===== src/rtl/anim_pkg.sv =====
// Shared types for the animation controller: game FSM states, coordinate
// width and the axis-aligned box description used for hit testing.
package anim_pkg;

    localparam int COORD_W = 12;

    typedef enum logic [1:0] {
        ST_IDLE  = 2'd0,
        ST_RUN   = 2'd1,
        ST_PAUSE = 2'd2,
        ST_OVER  = 2'd3
    } state_e;

    // Box edges; x1/y1 are the low edges, x2/y2 the high edges.
    typedef struct packed {
        logic [COORD_W-1:0] x1;
        logic [COORD_W-1:0] x2;
        logic [COORD_W-1:0] y1;
        logic [COORD_W-1:0] y2;
    } box_t;

endpackage


===== src/rtl/rect_overlap.sv =====
// Combinational overlap test of two boxes. Edges that merely touch do not
// count as overlapping, so every comparison is strict.
module rect_overlap
    import anim_pkg::*;
(
    input  box_t a_i,
    input  box_t b_i,
    output logic overlap_o
);

    assign overlap_o = (a_i.x1 < b_i.x2) && (b_i.x1 < a_i.x2) &&
                       (a_i.y1 < b_i.y2) && (b_i.y1 < a_i.y2);

endmodule


===== src/rtl/anim_ctrl.sv =====
// Game animation controller: IDLE/RUN/PAUSE/OVER sequencing, frame divider
// producing the sprite animation strobe, saturating score and sticky hit.
// Optional feature macro: ANIM_CTRL_SPEEDUP_EN -- when defined, the divider
// shortens by one for every 256 points scored (never below 1).
module anim_ctrl
    import anim_pkg::*;
#(
    parameter int D_WIDTH   = 640,
    parameter int D_HEIGHT  = 480,
    parameter int FRAME_DIV = 1,
    parameter int SCORE_W   = 16
) (
    input  logic               i_clk,
    input  logic               i_rst,
    input  logic               i_frame,
    input  logic               i_start,
    input  logic               i_pause,
    input  logic [COORD_W-1:0] i_p_x1,
    input  logic [COORD_W-1:0] i_p_x2,
    input  logic [COORD_W-1:0] i_p_y1,
    input  logic [COORD_W-1:0] i_p_y2,
    input  logic [COORD_W-1:0] i_o_x1,
    input  logic [COORD_W-1:0] i_o_x2,
    input  logic [COORD_W-1:0] i_o_y1,
    input  logic [COORD_W-1:0] i_o_y2,
    output logic               o_ani_stb,
    output logic               o_animate,
    output logic               o_sprite_rst,
    output logic [1:0]         o_state,
    output logic [SCORE_W-1:0] o_score,
    output logic               o_hit
);

    localparam int                 DIV_W    = 4;
    localparam logic [COORD_W-1:0] WIDTH_C  = COORD_W'(D_WIDTH);
    localparam logic [COORD_W-1:0] HEIGHT_C = COORD_W'(D_HEIGHT);

    state_e             state_q, state_d;
    logic [DIV_W-1:0]   div_q, div_d;
    logic [SCORE_W-1:0] score_q, score_d;
    logic               hit_q, hit_d;
    logic               stb_q, stb_d;
    logic               srst_q, srst_d;
    logic               animate_q;

    box_t               p_box, o_box;
    logic               collide;
    logic               oob;
    logic [DIV_W-1:0]   eff_div;

    assign p_box = '{x1: i_p_x1, x2: i_p_x2, y1: i_p_y1, y2: i_p_y2};
    assign o_box = '{x1: i_o_x1, x2: i_o_x2, y1: i_o_y1, y2: i_o_y2};

    rect_overlap u_overlap (
        .a_i       (p_box),
        .b_i       (o_box),
        .overlap_o (collide)
    );

    // Player touching or leaving the display edge ends the game.
    assign oob = (i_p_y1 == '0) || (i_p_y2 >= HEIGHT_C) ||
                 (i_p_x1 == '0) || (i_p_x2 >= WIDTH_C);

`ifdef ANIM_CTRL_SPEEDUP_EN
    // One speed level per 256 points; the divider bottoms out at 1.
    logic [SCORE_W-1:0] level;
    assign level   = score_q >> 8;
    assign eff_div = (level >= SCORE_W'(FRAME_DIV)) ? DIV_W'(1)
                                                    : DIV_W'(FRAME_DIV - int'(level));
`else
    assign eff_div = DIV_W'(FRAME_DIV);
`endif

    // Next-state, divider, score and hit decisions for the game FSM.
    always_comb begin
        // NOTE: every signal gets a default first so no path leaves it unassigned (no latch).
        state_d = state_q;
        div_d   = div_q;
        score_d = score_q;
        hit_d   = hit_q;
        stb_d   = 1'b0;
        srst_d  = 1'b0;
        case (state_q)
            ST_IDLE, ST_OVER: begin
                // Start outranks a simultaneous pause; pause is meaningless here.
                if (i_start) begin
                    state_d = ST_RUN;
                    srst_d  = 1'b1;
                    score_d = '0;
                    hit_d   = 1'b0;
                    div_d   = '0;
                end
            end
            ST_RUN: begin
                if (i_frame && (collide || oob)) begin
                    // A hit outranks pause and swallows this frame's step.
                    state_d = ST_OVER;
                    hit_d   = 1'b1;
                end else begin
                    if (i_frame) begin
                        // >= keeps the divider bounded if the speedup shrank it.
                        if (div_q >= eff_div - DIV_W'(1)) begin
                            div_d = '0;
                            stb_d = 1'b1;
                            if (score_q != '1) begin
                                score_d = score_q + SCORE_W'(1);
                            end
                        end else begin
                            div_d = div_q + DIV_W'(1);
                        end
                    end
                    if (i_pause) begin
                        state_d = ST_PAUSE;
                    end
                end
            end
            ST_PAUSE: begin
                if (i_pause) begin
                    state_d = ST_RUN;
                end
            end
            default: state_d = ST_IDLE;
        endcase
    end

    // State and output registers; reset also discards any pending strobe.
    always_ff @(posedge i_clk) begin
        // NOTE: sequential state uses non-blocking assignments so all registers update together.
        if (i_rst) begin
            state_q   <= ST_IDLE;
            div_q     <= '0;
            score_q   <= '0;
            hit_q     <= 1'b0;
            stb_q     <= 1'b0;
            srst_q    <= 1'b1;
            animate_q <= 1'b0;
        end else begin
            state_q   <= state_d;
            div_q     <= div_d;
            score_q   <= score_d;
            hit_q     <= hit_d;
            stb_q     <= stb_d;
            srst_q    <= srst_d;
            animate_q <= (state_d == ST_RUN);
        end
    end

    assign o_ani_stb    = stb_q;
    assign o_animate    = animate_q;
    assign o_sprite_rst = srst_q;
    assign o_state      = state_q;
    assign o_score      = score_q;
    assign o_hit        = hit_q;

endmodule


===== config.mk =====
export PLATFORM = sky130hd
export DESIGN_NAME = anim_ctrl
export DESIGN_NICKNAME = d
export VERILOG_FILES = /design/src/rtl/anim_pkg.sv /design/src/rtl/rect_overlap.sv /design/src/rtl/anim_ctrl.sv
export SDC_FILE = /design/constraint.sdc
export NUM_CORES = 1
export LEC_CHECK = 0
export CAP_MARGIN = 20
export CORE_AREA = 2 2 84 86
export DETAILED_ROUTE_END_ITERATION = 16
export DIE_AREA = 0 0 86 88
export PLACE_DENSITY = 0.84
export SYNTH_ARGS = -nofsm -noshare
export SYNTH_HDL_FRONTEND = slang
export SYNTH_SLANG_ARGS = --single-unit

===== constraint.sdc =====
create_clock -name i_clk -period 2.2 [get_ports i_clk]
set_input_delay 0.33 -clock i_clk [delete_from_list [all_inputs] [get_ports i_clk]]
set_output_delay 0.33 -clock i_clk [all_outputs]
set_load 0.02 [all_outputs]

==> reports/qor.csv, run 1 <==
stage;metric;value;unit
pwr;max-vdd-ir-drop;0.216;mV
clock_tree;clockRootBuffer;clkbuf_8;
layout;fill_cells;469;
logic_synthesis;synth.distinct_cells;43;
layout;multi_input_area;2430;um2
route;dr.pass1.iters;4;
worst_setup_path;rr_endpoint;o_score[5]$_SDFFE_PP0P_;
sta;final_hold_viol_count;0;
worst_setup_path;critPathCaptureType;flip-flop;
die;die_area;7570;um2
sta;setup_tns;0;ps
die;io_pins;123;
layout;seq_area;442;um2
worst_setup_path;startpoint_type;input pin;
sta;finalCritPeriodShare;99.0;%
layout;most-common-layout-cells;clkdlybuf4s50_1 (43), inv_1 (32), buf_4 (30);
die;core-area;6640;um2
global_route;grt_pass1_wl;13200;um
clock_tree;path_clk_slew;80;ps
worst_setup_path;required;2350;ps
global_route;grt_pass1_vias;3056;
clock_tree;cts_hold_buf;0;
logic_synthesis;synth_top_area_cell;ha_1;
pwr;power_density;370;nW/um2
layout;final_nets;621;
route;drtIter0Drc;166;
route;ant_nets;0;
sta;rsz0062_at_grt;yes;
sta;final.setup_skew;2.88;ps
die;start_util;36.1;%
sta;setup_slack;21.2;ps
logic_synthesis;synthArstFlopShare;0;%
worst_setup_path;crit_buf_inv;1;
worst_setup_path;crit_path_max_fanout;6;
worst_setup_path;cpPeakStageDelay;420;ps
logic_synthesis;syn-num-nets;462;
min_path;hold_path_startpoint;o_score[1]$_SDFFE_PP0P_;
global_route;antenna_found_initial;0;
logic_synthesis;synth_seq_cells;22;
sta;fmax;0.459;GHz
place;io_buffers;122;
die;num_rows;30;
min_path;holdCritPathClass;flip-flop to flip-flop;
logic_synthesis;synth.avg_cell_area;7.64;um2
route;vias_per_cell;5.39;
sta;finalSetupViolations;0;
clock_tree;clkSinkCount;22;
layout;layout-drive-gt1-share;38.6;%
place;hpwl;6250;um
sta;worstMarginPinSlew;330;ps
clock_tree;htree_levels;1;
clock_tree;clk_latency;260;ps
worst_setup_path;rrSetupSlack;110;ps
clock_tree;cts_buffer_depth;2;
route;routed_wl;9030;um
worst_setup_path;crit_chain;clkdlybuf4s50_1, ha_1, o21ai_2, nor2_2, o31ai_4, nand2_4, o31a_4, a41oi_2, a31oi_4;
sta;period_needed;2180;ps
route;vias;2978;
place;place.gp.congestion;0.889;
logic_synthesis;synth_edf_count;0;
global_route;grt.total_usage;21.7;%
logic_synthesis;synth_warnings;0;
global_route;grt.overflow.total;0;
min_path;holdPathStages;2;
global_route;grt_max_degree;14;
clock_tree;cts_tree;built;
worst_setup_path;setup.worst_path.start;i_o_x1[2];
logic_synthesis;synth_area_leaders;ha_1 (25%), dfxtp_1 (18%), inv_1 (8.4%);
place;dp_worst_setup_slack;-727;ps
layout;syn_to_final_growth;94.6;%
run;cap_violations;0;
min_path;hold_path_end;o_score[1]$_SDFFE_PP0P_;
pwr;leakagePower;2.11;nW
die;die_x;86;um
sta;relSlewSlack;78.0;%
worst_setup_path;crit_type;input pin to flip-flop;
layout;final_common_cell;clkdlybuf4s50_1;
logic_synthesis;synth_area;2400;um2
die;die_h;88;um
worst_setup_path;rr_startpoint;o_state[0]$_SDFF_PP0_;
worst_setup_path;cp.arrival;2320;ps
route;remaining_drc_errors;0;
logic_synthesis;seq_area_frac_synth;18.4;%
sta;drv_slew;0;
route;wl_per_cell;16.4;um
worst_setup_path;slowest_stage;o31a_4;
worst_setup_path;cp_top_family;compound AO/OA/AOI/OAI gates;
layout;diodes;0;
logic_synthesis;synthFlopType;dfxtp_1;
clock_tree;cts_inserted_buffers;3;
logic_synthesis;synthCells;314;
logic_synthesis;synth_top_area_share;24.5;%
worst_setup_path;ff2ff_path_depth;9;
outcome;status;complete, no violations;
timing repair:
action	in CTS	in global routing
gates resized for setup	126	132
setup endpoints to repair	20	20
pin swaps	54	44
gates cloned	2	0
setup buffers	12	3
synth_stat cells, types with 2 or more instances:
| cell | instances |
|---|---|
| nor4_1 | 8 |
| and4_1 | 2 |
| inv_1 | 54 |
| a21oi_2 | 6 |
| nand2b_1 | 9 |
| dfxtp_1 | 22 |
| nor3b_1 | 4 |
| buf_6 | 2 |
| o21ai_1 | 8 |
| o31ai_1 | 2 |
| nor2_1 | 17 |
| and3_1 | 3 |
| a21oi_1 | 19 |
| nor2b_1 | 3 |
| o22ai_1 | 2 |
| nor3_2 | 2 |
| a22oi_1 | 2 |
| a31oi_1 | 12 |
| a41oi_1 | 2 |
| nand4_1 | 7 |
| a21o_1 | 3 |
| o21ai_0 | 15 |
| nand3_1 | 11 |
| ha_1 | 47 |
| nor3_1 | 5 |
| nand2_1 | 30 |
per-stage QoR:
step	power (W)	cell area [um2]	hold slack [ps]	std cells	util, %
after floorplan	0.000836	2400	399	314	-
after global placement	0.00118	3850	475	534	58.0
after detailed placement	0.00121	3850	485	534	58.0
after CTS	0.00164	4380	506	552	65.9
after global routing	0.00184	4670	536	552	70.3
final	0.00173	4670	497	552	70.3
flip-flops by register name, summed over array words and instances, names as in the netlist:
signal	cells
o_ani_stb	1
o_animate	1
o_hit	1
o_score	16
o_sprite_rst	1
o_state	2
routing by layer:
layer	global-route usage [%]	routed length (um)	part of all wire, %	up-vias
li1	-	-	-	1451
met1	21.9	3330	37	1400
met2	44.8	5020	56	103
met3	2.73	417	4.6	24
met4	7.65	265	2.9	0
met5	0	0	0	-
worst min-delay path: stages (launching register included):
cell and delay [ps]:
dfxtp_2 350, inv_1 50, o21ai_1 60
logic make-up after synthesis:
logic type	count (synthesis)	share of synthesized area, %
AND/OR/NAND/NOR	105	23.6
AO/OA/AOI/OAI	82	23.7
buffers and inverters	57	9.54
adder cells (fa/ha/maj)	47	24.5
flip-flops	22	18.4
XOR/XNOR	1	0.365
worst max-delay path by stage:
stage                                to  slack (ps)  cells past startpoint
2_1_floorplan  o_score[11]$_SDFFE_PP0P_          40                     10
3_3_place_gp   o_score[15]$_SDFFE_PP0P_        -620                     11
3_5_place_dp    o_score[5]$_SDFFE_PP0P_        -730                     10
4_1_cts         o_score[5]$_SDFFE_PP0P_        0.08                     11
5_1_grt            o_animate$_SDFF_PP0_         -70                     10
6_report        o_score[5]$_SDFFE_PP0P_          20                      9
cell type report:
class	instances	share of cell area, %
multi-input cells	236	52.0
repair buffers	156	30.9
flip-flops and latches	22	9.46
inverters	54	4.34
well taps	80	2.14
clock buffers	4	1.18
power breakdown:
| group | internal (W) | leakage, nW | switching [W] | total [W] |
|---|---|---|---|---|
| Sequential | 0.000423 | 0.179 | 0.0000134 | 0.000436 |
| Clock | 0.000160 | 0.0288 | 0.000140 | 0.000300 |
| Combinational | 0.000495 | 1.90 | 0.000499 | 0.000994 |
No activity file was read; power rests on OpenSTA's default activity.
==> run 2: changes to the inputs <==
Settings changed: CELL_PAD_IN_SITES_DETAIL_PLACEMENT from default to 1, CELL_PAD_IN_SITES_GLOBAL_PLACEMENT from default to 1, CORE_AREA 2 2 84 86 to 2 2 101 103, DIE_AREA 0 0 86 88 to 0 0 103 105.
==> reports/qor.csv, run 2 (synthesis gave the netlist of run 1 again) <==
stage;metric;value;unit;change
outcome;status;complete, no violations;;
clock_tree;cts_hold_buf;0;;unchanged
worst_setup_path;critPathCaptureType;flip-flop;;
worst_setup_path;cpPeakStageDelay;410;ps;about the same
sta;rsz0062_at_grt;yes;;
clock_tree;cts_buffer_depth;2;;unchanged
clock_tree;clk_latency;260;ps;about the same
die;io_pins;123;;unchanged
place;io_buffers;122;;unchanged
worst_setup_path;setup.worst_path.start;i_p_y1[5];;
layout;final_common_cell;dlygate4sd2_1;;
layout;final_nets;634;;+2.1%
layout;fill_cells;1131;;+140%
route;routed_wl;11700;um;+30%
pwr;swShare;39.1;%;+1.4 points
route;dr.pass1.iters;4;;unchanged
worst_setup_path;crit_path_max_fanout;6;;unchanged
route;vias_per_cell;4.98;;-7.8%
route;wl_per_cell;19.0;um;+16%
global_route;busiest_layer;met2;;
global_route;grt_util_met1;21.5;%;-0.42 points
worst_setup_path;rr_startpoint;o_state[1]$_SDFF_PP0_;;
global_route;antenna_found_initial;2;;+2
place;hpwl;7470;um;+19%
die;num_rows;36;;+20%
global_route;grt_max_degree;14;;unchanged
global_route;grt_pass1_vias;3495;;+14%
pwr;p_sw;0.000684;W;+4.8%
clock_tree;clockRootBuffer;clkbuf_8;;
sta;period_needed;2180;ps;+3.70 ps
pwr;pwr-share-comb;60.1;%;+2.6 points
worst_setup_path;crit_type;input pin to flip-flop;;
clock_tree;clkSinkCount;22;;unchanged
clock_tree;cts_inserted_buffers;3;;unchanged
layout;most-common-layout-cells;dlygate4sd2_1 (39), buf_4 (38), clkdlybuf4s50_1 (37);;
die;core-area;9640;um2;+45%
global_route;use_met3;2.61;%;-0.12 points
worst_setup_path;cp.arrival;2310;ps;about the same
sta;hold_slack;507;ps;+10.4 ps
route;remaining_drc_errors;0;;unchanged
pwr;leakagePower;2.07;nW;-1.8%
worst_setup_path;rrSetupSlack;100;ps;about the same
layout;layout-drive-gt1-share;44.4;%;+5.9 points
clock_tree;cts_tree;built;;
sta;fmax;0.458;GHz;-0.17%
layout;syn_to_final_growth;107;%;
die;die_x;103;um;+20%
route;vias;3080;;+3.4%
die;start_util;24.9;%;-11 points
layout;final_cell_area;4960;um2;+6.1%
sta;drv_slew;0;;unchanged
route;ant_nets;0;;unchanged
sta;finalSetupViolations;0;;unchanged
worst_setup_path;slowest_stage;o31a_4;;
sta;relSlewSlack;70.9;%;-7.1 points
min_path;holdCritPathClass;flip-flop to flip-flop;;
pwr;max-vdd-ir-drop;0.333;mV;+54%
sta;final.setup_skew;1.67;ps;-1.21 ps
die;die_h;105;um;+19%
die;die_area;10800;um2;+43%
clock_tree;htree_levels;1;;unchanged
worst_setup_path;crit_buf_inv;2;;+1
pwr;power_density;353;nW/um2;-4.6%
clock_tree;path_clk_slew;80;ps;about the same
min_path;hold_path_startpoint;o_score[14]$_SDFFE_PP0P_;;
route;drtIter0Drc;73;;-56%
sta;finalCritPeriodShare;99.2;%;+0.17 points
sta;worstMarginPinSlew;433;ps;+103 ps
place;dpl_cell_area;4040;um2;+4.8%
pwr;design_power_total;0.00175;W;+1.2%
layout;largest_register_ffs;16;;unchanged
pwr;seqPwrFrac;25.2;%;about the same
pwr;cell_internal_pwr;0.00107;W;-0.98%
sta;final_hold_viol_count;0;;unchanged
global_route;use_met2;40.7;%;-4.1 points
worst_setup_path;startpoint_type;input pin;;
global_route;grt_pass1_wl;17600;um;+33%
worst_setup_path;crit_chain;dlygate4sd2_1, ha_4, a21oi_1, o21ai_1, a21oi_2, o32ai_4, buf_4, o31a_4, a21oi_4, a31oi_4;;
worst_setup_path;cp_top_family;compound AO/OA/AOI/OAI gates;;
place;place.gp.congestion;0.825;;-7.2%
worst_setup_path;required;2330;ps;-20 ps
run;cap_violations;0;;unchanged
global_route;grt.overflow.total;0;;unchanged
pwr;clock_power_share;14.7;%;-2.6 points
global_route;grt.total_usage;20.5;%;-1.2 points
==> run 2: worst register-to-register path, stage by stage, from the launching register on <==
cell and delay (ps):
dfxtp_1 440, ha_4 250, inv_1 120, a21boi_0 130, a41o_2 290, buf_4 140
o31ai_4 280, buf_6 220, a31oi_4 110
==> run 2: power groups by stage <==
stage / sequential, W / combinational, W / clock (W)
after global placement: 0.000446 / 0.000782 / 0
after floorplan: 0.000478 / 0.000358 / 0
final: 0.000441 / 0.00105 / 0.000257
after CTS: 0.000439 / 0.000995 / 0.000254
after global routing: 0.000444 / 0.00115 / 0.000274
after detailed placement: 0.000447 / 0.000817 / 0
==> run 2: area by class of cell <==
cell class | count | area, um2 | share of cell area (%)
tap | 133 | 166 | 3.36
clock buffer | 3 | 41.3 | 0.833
antenna | 2 | 5.00 | 0.101
timing repair buffer | 169 | 1480 | 29.8
inverter | 54 | 205 | 4.14
multi-input combinational | 236 | 2620 | 52.8
sequential | 22 | 444 | 8.96
==> run 2: path summary, 6_finish.rpt <==
check / cells after the start / to
max: 10 / o_score[10]$_SDFFE_PP0P_
min: 1 / o_score[14]$_SDFFE_PP0P_
max reg2reg: 8 / o_score[4]$_SDFFE_PP0P_
min reg2reg: 1 / o_score[14]$_SDFFE_PP0P_
==> run 2: metal layers <==
metal  vias up  share of wire (%)
li1       1473                  -
met1      1484                 36
met2        94                 56
met3        29                4.1
met4         0                3.0
met5         -                  0
==> run 2: what timing repair did <==
action | 4_1_cts | 5_1_grt
setup endpoints to repair | 20 | 20
pin swaps | 67 | 54
gates resized for setup | 197 | 127
setup buffers | 9 | 6
cloned | 2 | 0
==> run 2: per-stage QoR <==
stage,util (%),setup WS [ps],instances,TNS [ps]
3_3_place_gp,41.9,-508,601,-9590
2_1_floorplan,-,44.6,314,0
3_5_place_dp,41.9,-615,601,-10690
6_report,51.4,17.5,619,0
5_1_grt,51.4,-45.0,619,-450
4_1_cts,48.9,-2.50,614,-3.60
